==> config.mk <==
export PLATFORM = sky130hd
export DESIGN_NAME = led_frame_sched
export DESIGN_NICKNAME = d
export VERILOG_FILES = /design/src/rtl/led_sched_pkg.sv /design/src/rtl/sat_cnt.sv /design/src/rtl/led_frame_sched.sv
export SDC_FILE = /design/constraint.sdc
export NUM_CORES = 1
export LEC_CHECK = 0
export ABC_AREA = 1
export ABC_CLOCK_PERIOD_IN_PS = 4600
export BUFFER_PORTS_ARGS = -buffer_cell sky130_fd_sc_hd__buf_2
export CORE_AREA = 5 5 152 81
export DETAILED_ROUTE_END_ITERATION = 10
export DIE_AREA = 0 0 157 86
export PLACE_DENSITY = 0.68
export SLEW_MARGIN = 5
export SYNTH_ARGS = -nofsm -noshare
export SYNTH_HDL_FRONTEND = slang
export SYNTH_SLANG_ARGS = --single-unit
==> constraint.sdc <==
create_clock -name clk -period 4.6 [get_ports clk]
set_clock_uncertainty 0.05 [all_clocks]
set_input_delay 0.23 -clock clk [delete_from_list [all_inputs] [get_ports clk]]
set_output_delay 0.23 -clock clk [all_outputs]
set_load 0.02 [all_outputs]
==> src/rtl/led_sched_pkg.sv <==
// ---------------------------------------------------------------------------
// led_sched_pkg: shared state encoding and default timing constants. Rev 1.0
// ---------------------------------------------------------------------------
`default_nettype none

package led_sched_pkg;

  typedef enum logic [2:0] {
    ST_IDLE      = 3'd0,
    ST_ARMED     = 3'd1,
    ST_ISSUE     = 3'd2,
    ST_WAIT_BUSY = 3'd3,
    ST_SENDING   = 3'd4
  } sched_state_e;

  // 60 Hz frame period and a generous PHY watchdog at a 150 MHz pixel clock
  localparam int unsigned DEF_MIN_PERIOD = 2_500_000;
  localparam int unsigned DEF_TIMEOUT    = 1_500_000;

endpackage

`default_nettype wire

==> src/rtl/sat_cnt.sv <==
// ---------------------------------------------------------------------------
// sat_cnt: up-counter that sticks at all-ones, with synchronous clear. Rev 1.0
// ---------------------------------------------------------------------------
`default_nettype none

module sat_cnt #(
  parameter int unsigned WIDTH = 16
) (
  input  logic             clk,
  input  logic             rst,
  input  logic             inc_i,
  input  logic             clr_i,
  output logic [WIDTH-1:0] cnt_o
);

  logic [WIDTH-1:0] cnt_q;
  logic [WIDTH-1:0] cnt_d;

  always_comb begin
    cnt_d = cnt_q;
    if (clr_i) begin
      cnt_d = '0;
    end else if (inc_i && (cnt_q != {WIDTH{1'b1}})) begin
      cnt_d = cnt_q + WIDTH'(1);
    end
  end

  always_ff @(posedge clk or posedge rst) begin
    if (rst) begin
      cnt_q <= '0;
    end else begin
      cnt_q <= cnt_d;
    end
  end

  assign cnt_o = cnt_q;

endmodule

`default_nettype wire

==> src/rtl/led_frame_sched.sv <==
// ---------------------------------------------------------------------------
// led_frame_sched: gates frame starts by a minimum period and watches the LED PHY. Rev 1.0
// ---------------------------------------------------------------------------
`default_nettype none

module led_frame_sched
  import led_sched_pkg::*;
#(
  parameter int unsigned PERIOD_W   = 24,
  parameter int unsigned MIN_PERIOD = DEF_MIN_PERIOD,
  parameter int unsigned TIMEOUT    = DEF_TIMEOUT,
  parameter int unsigned CNT_W      = 16
) (
  input  logic             clk,
  input  logic             rst,
  input  logic             en,
  input  logic             stop,
  input  logic             oneshot,
  input  logic             frame_valid,
  input  logic             phy_busy,
  output logic             start,
  output logic             frame_done,
  output logic             timeout_err,
  output logic [CNT_W-1:0] frame_cnt,
  output logic [CNT_W-1:0] drop_cnt,
  output logic [2:0]       state_o
);

  localparam logic [PERIOD_W-1:0] PERIOD_RELOAD = PERIOD_W'(MIN_PERIOD - 1);
  localparam logic [PERIOD_W-1:0] WD_RELOAD     = PERIOD_W'(TIMEOUT - 1);

  sched_state_e        state_q, state_d;
  logic [PERIOD_W-1:0] period_q, period_d;
  logic [PERIOD_W-1:0] wd_q, wd_d;
  logic                stop_pend_q, stop_pend_d;
  logic                err_q, err_d;
  logic                done_q, done_d;

  logic period_ok;
  logic wd_expired;
  logic in_xfer;
  logic accept;
  logic drop;
  logic to_err;

  assign period_ok  = (period_q == '0);
  assign wd_expired = (wd_q == '0);
  assign in_xfer    = (state_q == ST_ISSUE) || (state_q == ST_WAIT_BUSY) ||
                      (state_q == ST_SENDING);

  // State register
  always_ff @(posedge clk or posedge rst) begin
    if (rst) begin
      state_q <= ST_IDLE;
    end else begin
      state_q <= state_d;
    end
  end

  // Next-state logic
  always_comb begin
    state_d = state_q;
    accept  = 1'b0;
    drop    = in_xfer && frame_valid;
    done_d  = 1'b0;
    to_err  = 1'b0;
    case (state_q)
      ST_IDLE: begin
        if (en && !stop) state_d = ST_ARMED;
      end
      ST_ARMED: begin
        if (stop) begin
          state_d = ST_IDLE;
        end else if (frame_valid) begin
          if (period_ok) begin
            accept  = 1'b1;
            state_d = ST_ISSUE;
          end else begin
            drop = 1'b1;
          end
        end
      end
      ST_ISSUE: begin
        state_d = ST_WAIT_BUSY;
      end
      ST_WAIT_BUSY: begin
        if (phy_busy) begin
          state_d = ST_SENDING;
        end else if (wd_expired) begin
          to_err  = 1'b1;
          state_d = ST_IDLE;
        end
      end
      ST_SENDING: begin
        if (!phy_busy) begin
          done_d  = 1'b1;
          state_d = (oneshot || stop_pend_q || stop) ? ST_IDLE : ST_ARMED;
        end else if (wd_expired) begin
          to_err  = 1'b1;
          state_d = ST_IDLE;
        end
      end
      default: state_d = ST_IDLE;
    endcase
  end

  // Outputs decoded from registered state
  always_comb begin
    start   = (state_q == ST_ISSUE);
    state_o = state_q;
  end

  // Period counter, watchdog, pending stop, sticky error
  always_comb begin
    period_d = period_ok ? period_q : (period_q - PERIOD_W'(1));
    if (accept) period_d = PERIOD_RELOAD;

    wd_d = wd_expired ? wd_q : (wd_q - PERIOD_W'(1));
    if ((state_q == ST_ISSUE) || ((state_q == ST_WAIT_BUSY) && phy_busy)) begin
      wd_d = WD_RELOAD;
    end

    stop_pend_d = stop_pend_q;
    if (state_d == ST_IDLE) begin
      stop_pend_d = 1'b0;
    end else if (in_xfer && stop) begin
      stop_pend_d = 1'b1;
    end

    err_d = err_q;
    if (to_err) begin
      err_d = 1'b1;
    end else if (en) begin
      err_d = 1'b0;
    end
  end

  always_ff @(posedge clk or posedge rst) begin
    if (rst) begin
      period_q    <= '0;
      wd_q        <= '0;
      stop_pend_q <= 1'b0;
      err_q       <= 1'b0;
      done_q      <= 1'b0;
    end else begin
      period_q    <= period_d;
      wd_q        <= wd_d;
      stop_pend_q <= stop_pend_d;
      err_q       <= err_d;
      done_q      <= done_d;
    end
  end

  assign frame_done  = done_q;
  assign timeout_err = err_q;

  sat_cnt #(.WIDTH(CNT_W)) u_frame_cnt (
    .clk   (clk),
    .rst   (rst),
    .inc_i (done_d),
    .clr_i (1'b0),
    .cnt_o (frame_cnt)
  );

  sat_cnt #(.WIDTH(CNT_W)) u_drop_cnt (
    .clk   (clk),
    .rst   (rst),
    .inc_i (drop),
    .clr_i (1'b0),
    .cnt_o (drop_cnt)
  );

endmodule

`default_nettype wire

Word-level counts from Yosys, hierarchy flattened. Cells that the tools add are included.

Add/sub/neg operators: 4. Equality and inequality tests: 8. Multiplexer cells: 31. Reductions and logical operators: 18.

Operators by type and width (number): $mux W24 (4); $logic_not A24 Y1 (2); $sub A24 B1 Y24 const B (2); $add A16 B1 Y16 const B (2); $ne A16 B16 Y1 const B (2); $mux W3 (7); $mux W1 (18); $pmux W3 S5 (1); $eq A3 B2 Y1 const B (2); $logic_and A1 B1 Y1 (6); $logic_not A3 Y1 (2); $logic_or A1 B1 Y1 (5); $ne A2 B1 Y1 const B (2); $reduce_bool A2 Y1 (2); $eq A3 B1 Y1 const B (1); $eq A3 B3 Y1 const B (1); $pmux W1 S2 (1); $logic_not A1 Y1 (1).

Flip-flop bits (word level): 86. Input bits: 7. Word-level logic and storage cells: 69.

Logic depth before layout (Yosys ltp).
Word-level depth: 9. Gate-level depth with buffers: 12.

By module. A second synthesis with hierarchy kept.

Cells, all modules: 717. Area, all modules: 5270.1 µm².

Modules (own cells, without submodules): led_frame_sched (times used 1, cells each 397, area each 3105.5 µm², sequential area each 1351.3 µm²); sat_cnt (u_drop_cnt) (times used 1, cells each 159, area each 1083.5 µm², sequential area each 400.4 µm²); sat_cnt (u_frame_cnt) (times used 1, cells each 161, area each 1081.0 µm², sequential area each 400.4 µm²).

Least setup slack after synthesis. No wires, ideal clock.

Path kind: reg-to-reg. Start: register u_drop_cnt.cnt_q[0], in the netlist u_drop_cnt.cnt_o[0]. End: register u_drop_cnt.cnt_q[4], in the netlist u_drop_cnt.cnt_o[4]. Arrival time: 1.605 ns. Data required time: 4.484 ns. Slack: 2.879 ns. Stages on the path, launching flop included: 8. Clock period less this slack: 1.721 ns. Path through: dfrtp_1 > ha_1 > nand3_1 > nor2_1 > a31oi_1 > clkbuf_1 > nand4_1 > nand2_1.

Longest elaborated chain between the ends: 2. Elaborated cells between the ends (all ways): 3.

Ends and longest elaborated chain: start: declaration (RTL line sat_cnt.sv:16) `logic [WIDTH-1:0] cnt_q;`; start signal: assignment (RTL line sat_cnt.sv:32) `cnt_q <= cnt_d;`; parallel branches: the longest is 2 deep, another holds $add A16 B1 Y16.

Several ways; the timed one is not identified. A chain may end at the register's enable or synchronous reset.

Worst setup path in the final report.
Start: register u_drop_cnt.cnt_q[0], in the netlist u_drop_cnt.cnt_o[0]. End: register u_drop_cnt.cnt_q[3], in the netlist u_drop_cnt.cnt_o[3].

The elaborated chain is that of the path after synthesis.

==> flow_summary.ini <==
[cts]
h-tree-depth = 3
clk_latency_ns = 0.34
clkTransAtPathRegs_ns = 0.06
cts_made_buffers = 9
cts.sinks = 86
cts_tree = yes
root_buffer = clkbuf_16
post-cts-setup-buffers = 0
cts_buffer_depth = 2

[setup_path]
required_ns = 4.77
end_kind = register
worst-path-max-fanout = 21
crit_start = u_drop_cnt.cnt_o[0]$_DFFE_PP0P_
critPathLaunchType = register
crit_type = register to register
regToRegStartpoint = u_drop_cnt.cnt_o[0]$_DFFE_PP0P_
worstPathArrival_ns = 2.69

[floorplanning]
dieArea_um2 = 13500
dieWidth_um = 157
core_area_um2 = 10800
start_util_pct = 44.5
pin_count = 45
rows = 27
die_height_um = 86

[final_layout]
final_cell_mix = 130 x nand2_1, 94 x nor2_1, 86 x dfrtp_1
syn_to_final_growth_pct = 13.6
final_area_um2 = 5450
drive_gt1_share_pct = 11.6
nets = 678
antenna_cells = 0
final_common_cell = nand2_1

[sta]
period_needed_ns = 2.52
holdWs_ns = 0.0589
slew_headroom_pct = 35.1
grt_setup_unrepaired = no
setup_viol = 0
setup_ws_ns = 2.08
fmax_ghz = 0.397
fin_crit_sh_pct = 54.7
fin_setup_tns_ns = 0
slew_violations = 0
tightest_slew_ns = 0.969
finalHoldViolations = 0

[global_route]
antenna_found_initial = 0
grt_pass1_wl_um = 19000
grt_max_degree = 53
overflow = 0
gr-usage-all-layers_pct = 17.5
grt_pass1_vias = 3799

[placed_design]
hpwlAfterDp_um = 8350
gp_congestion = 0.941
place_area_um2 = 5150
port_buffers = 44
dp_slack_ns = 2.09

[synth]
yosysWarnings = 0
ys_ff_latch = 86
syn-instance-count = 619
synth_top_area_share_pct = 44.9
yosys-top-cells-area = dfrtp_1 45%, nand2_1 10%, nor2_1 7.4%
syn_nets = 630
synthDominantAreaCellType = dfrtp_1
ys_seq_area_share_pct = 44.9
synth_area_per_cell_um2 = 7.75
synthDistinctLibCells = 35
netlist_area_um2 = 4790

[routing]
drtIter0Drc = 331
drtAntennaViolNets = 0
via_count = 4246
drt_wl_total_um = 11300
wl_per_cell_um = 13.9
drc = 0
avgViaCountPerCell = 5.20
drtPass1Iterations = 5

[pwr]
power_density_nw_per_um2 = 320
finalPower_uw = 1740
irDropWorstVdd_mv = 0.206
power_leakage_uw = 0.00265

[outcome]
status = finished, final reports clean

[worst_hold_path]
hp-class = input port to register
min_from = en

[flow_run]
maxCapViolCount = 0
kinds of logic (layout without fill, tap and decap cells):
family | count (synthesis) | count (layout) | synth area share (%)
adders and majority gates | 4 | 4 | 1.04
buffers and inverters | 91 | 143 | 7.70
and+or+nand+nor | 337 | 337 | 31.4
DFF | 86 | 86 | 44.9
xor gates and xnor gates | 49 | 49 | 8.95
AOI/OAI and AO/OA | 52 | 52 | 6.05
report_power, final:
part / internal, uW / switching [uW] / total, uW
logic: 60.6 / 119 / 180
clock network: 434 / 292 / 727
registers: 789 / 46.8 / 836
synthesized netlist by cell type (all sizes together):
cell	number
nand2	132
nor2	100
dfrtp	86
inv	81
nand3	45
nor3	31
xor2	31
o21ai	27
xnor2	18
nand4	17
a21oi	15
buf	8
nand3b	8
o211ai	5
ha	4
a31oi	2
clkbuf	2
a31o	1
a41o	1
and2	1
nor3b	1
o21a	1
or2	1
or3	1
layer usage:
| layer | GRT usage, % | part of all wire [%] | vias up |
|---|---|---|---|
| met5 | 0 | 0 | - |
| met2 | 23.3 | 38 | 165 |
| li1 | - | - | 2075 |
| met4 | 4.72 | 1.3 | 0 |
| met3 | 4.79 | 9.0 | 16 |
| met1 | 27.4 | 51 | 1990 |
sequential cells by signal (all words and copies together) (netlist names):
name / count
u_drop_cnt.cnt_o: 16
timeout_err: 1
wd_q: 24
stop_pend_q: 1
period_q: 24
frame_done: 1
state_o: 3
u_frame_cnt.cnt_o: 16
through the flow:
stage,util [%],std cells
after floorplan,-,619
after global placement,47.8,800
after detailed placement,47.8,800
after CTS,50.6,816
after global routing,50.6,816
final,50.6,816
worst max-delay path, cell delays in order, from the launching register on:
cell,delay (ns)
dfrtp_1,0.42
ha_1,0.26
nand3_1,0.16
nor2_1,0.06
a31oi_1,0.73
nand2_2,0.43
o21ai_1,0.23
nand2_1,0.06
final timing paths:
check                      slack (ns)                               to  cells past startpoint
max in group asynchronous        2.99         period_q[15]$_DFFE_PP0P_                      4
max reg2reg                      2.08  u_drop_cnt.cnt_o[3]$_DFFE_PP0P_                      7
min                              0.06          timeout_err$_DFFE_PP0P_                      2
min reg2reg                      0.42         period_q[23]$_DFFE_PP0P_                      1
max                              2.08  u_drop_cnt.cnt_o[3]$_DFFE_PP0P_                      7
min in group asynchronous        0.43          timeout_err$_DFFE_PP0P_                      3
final cells by class:
class                   count  area [um2]
clock inverters             3        43.8
clock buffers              12         246
multi-input cells         442        2270
repair buffers             47         245
flip-flops and latches     86        2150
inverters                  81         305
well taps                 145         181
fillers                  1019        5330
repair_timing:
item / CTS / global route
gates resized for setup: 0 / 0
hold endpoints to repair: 34 / 0
hold buffers: 1 / 0
Note: power is estimated with default switching activity, not from simulation.
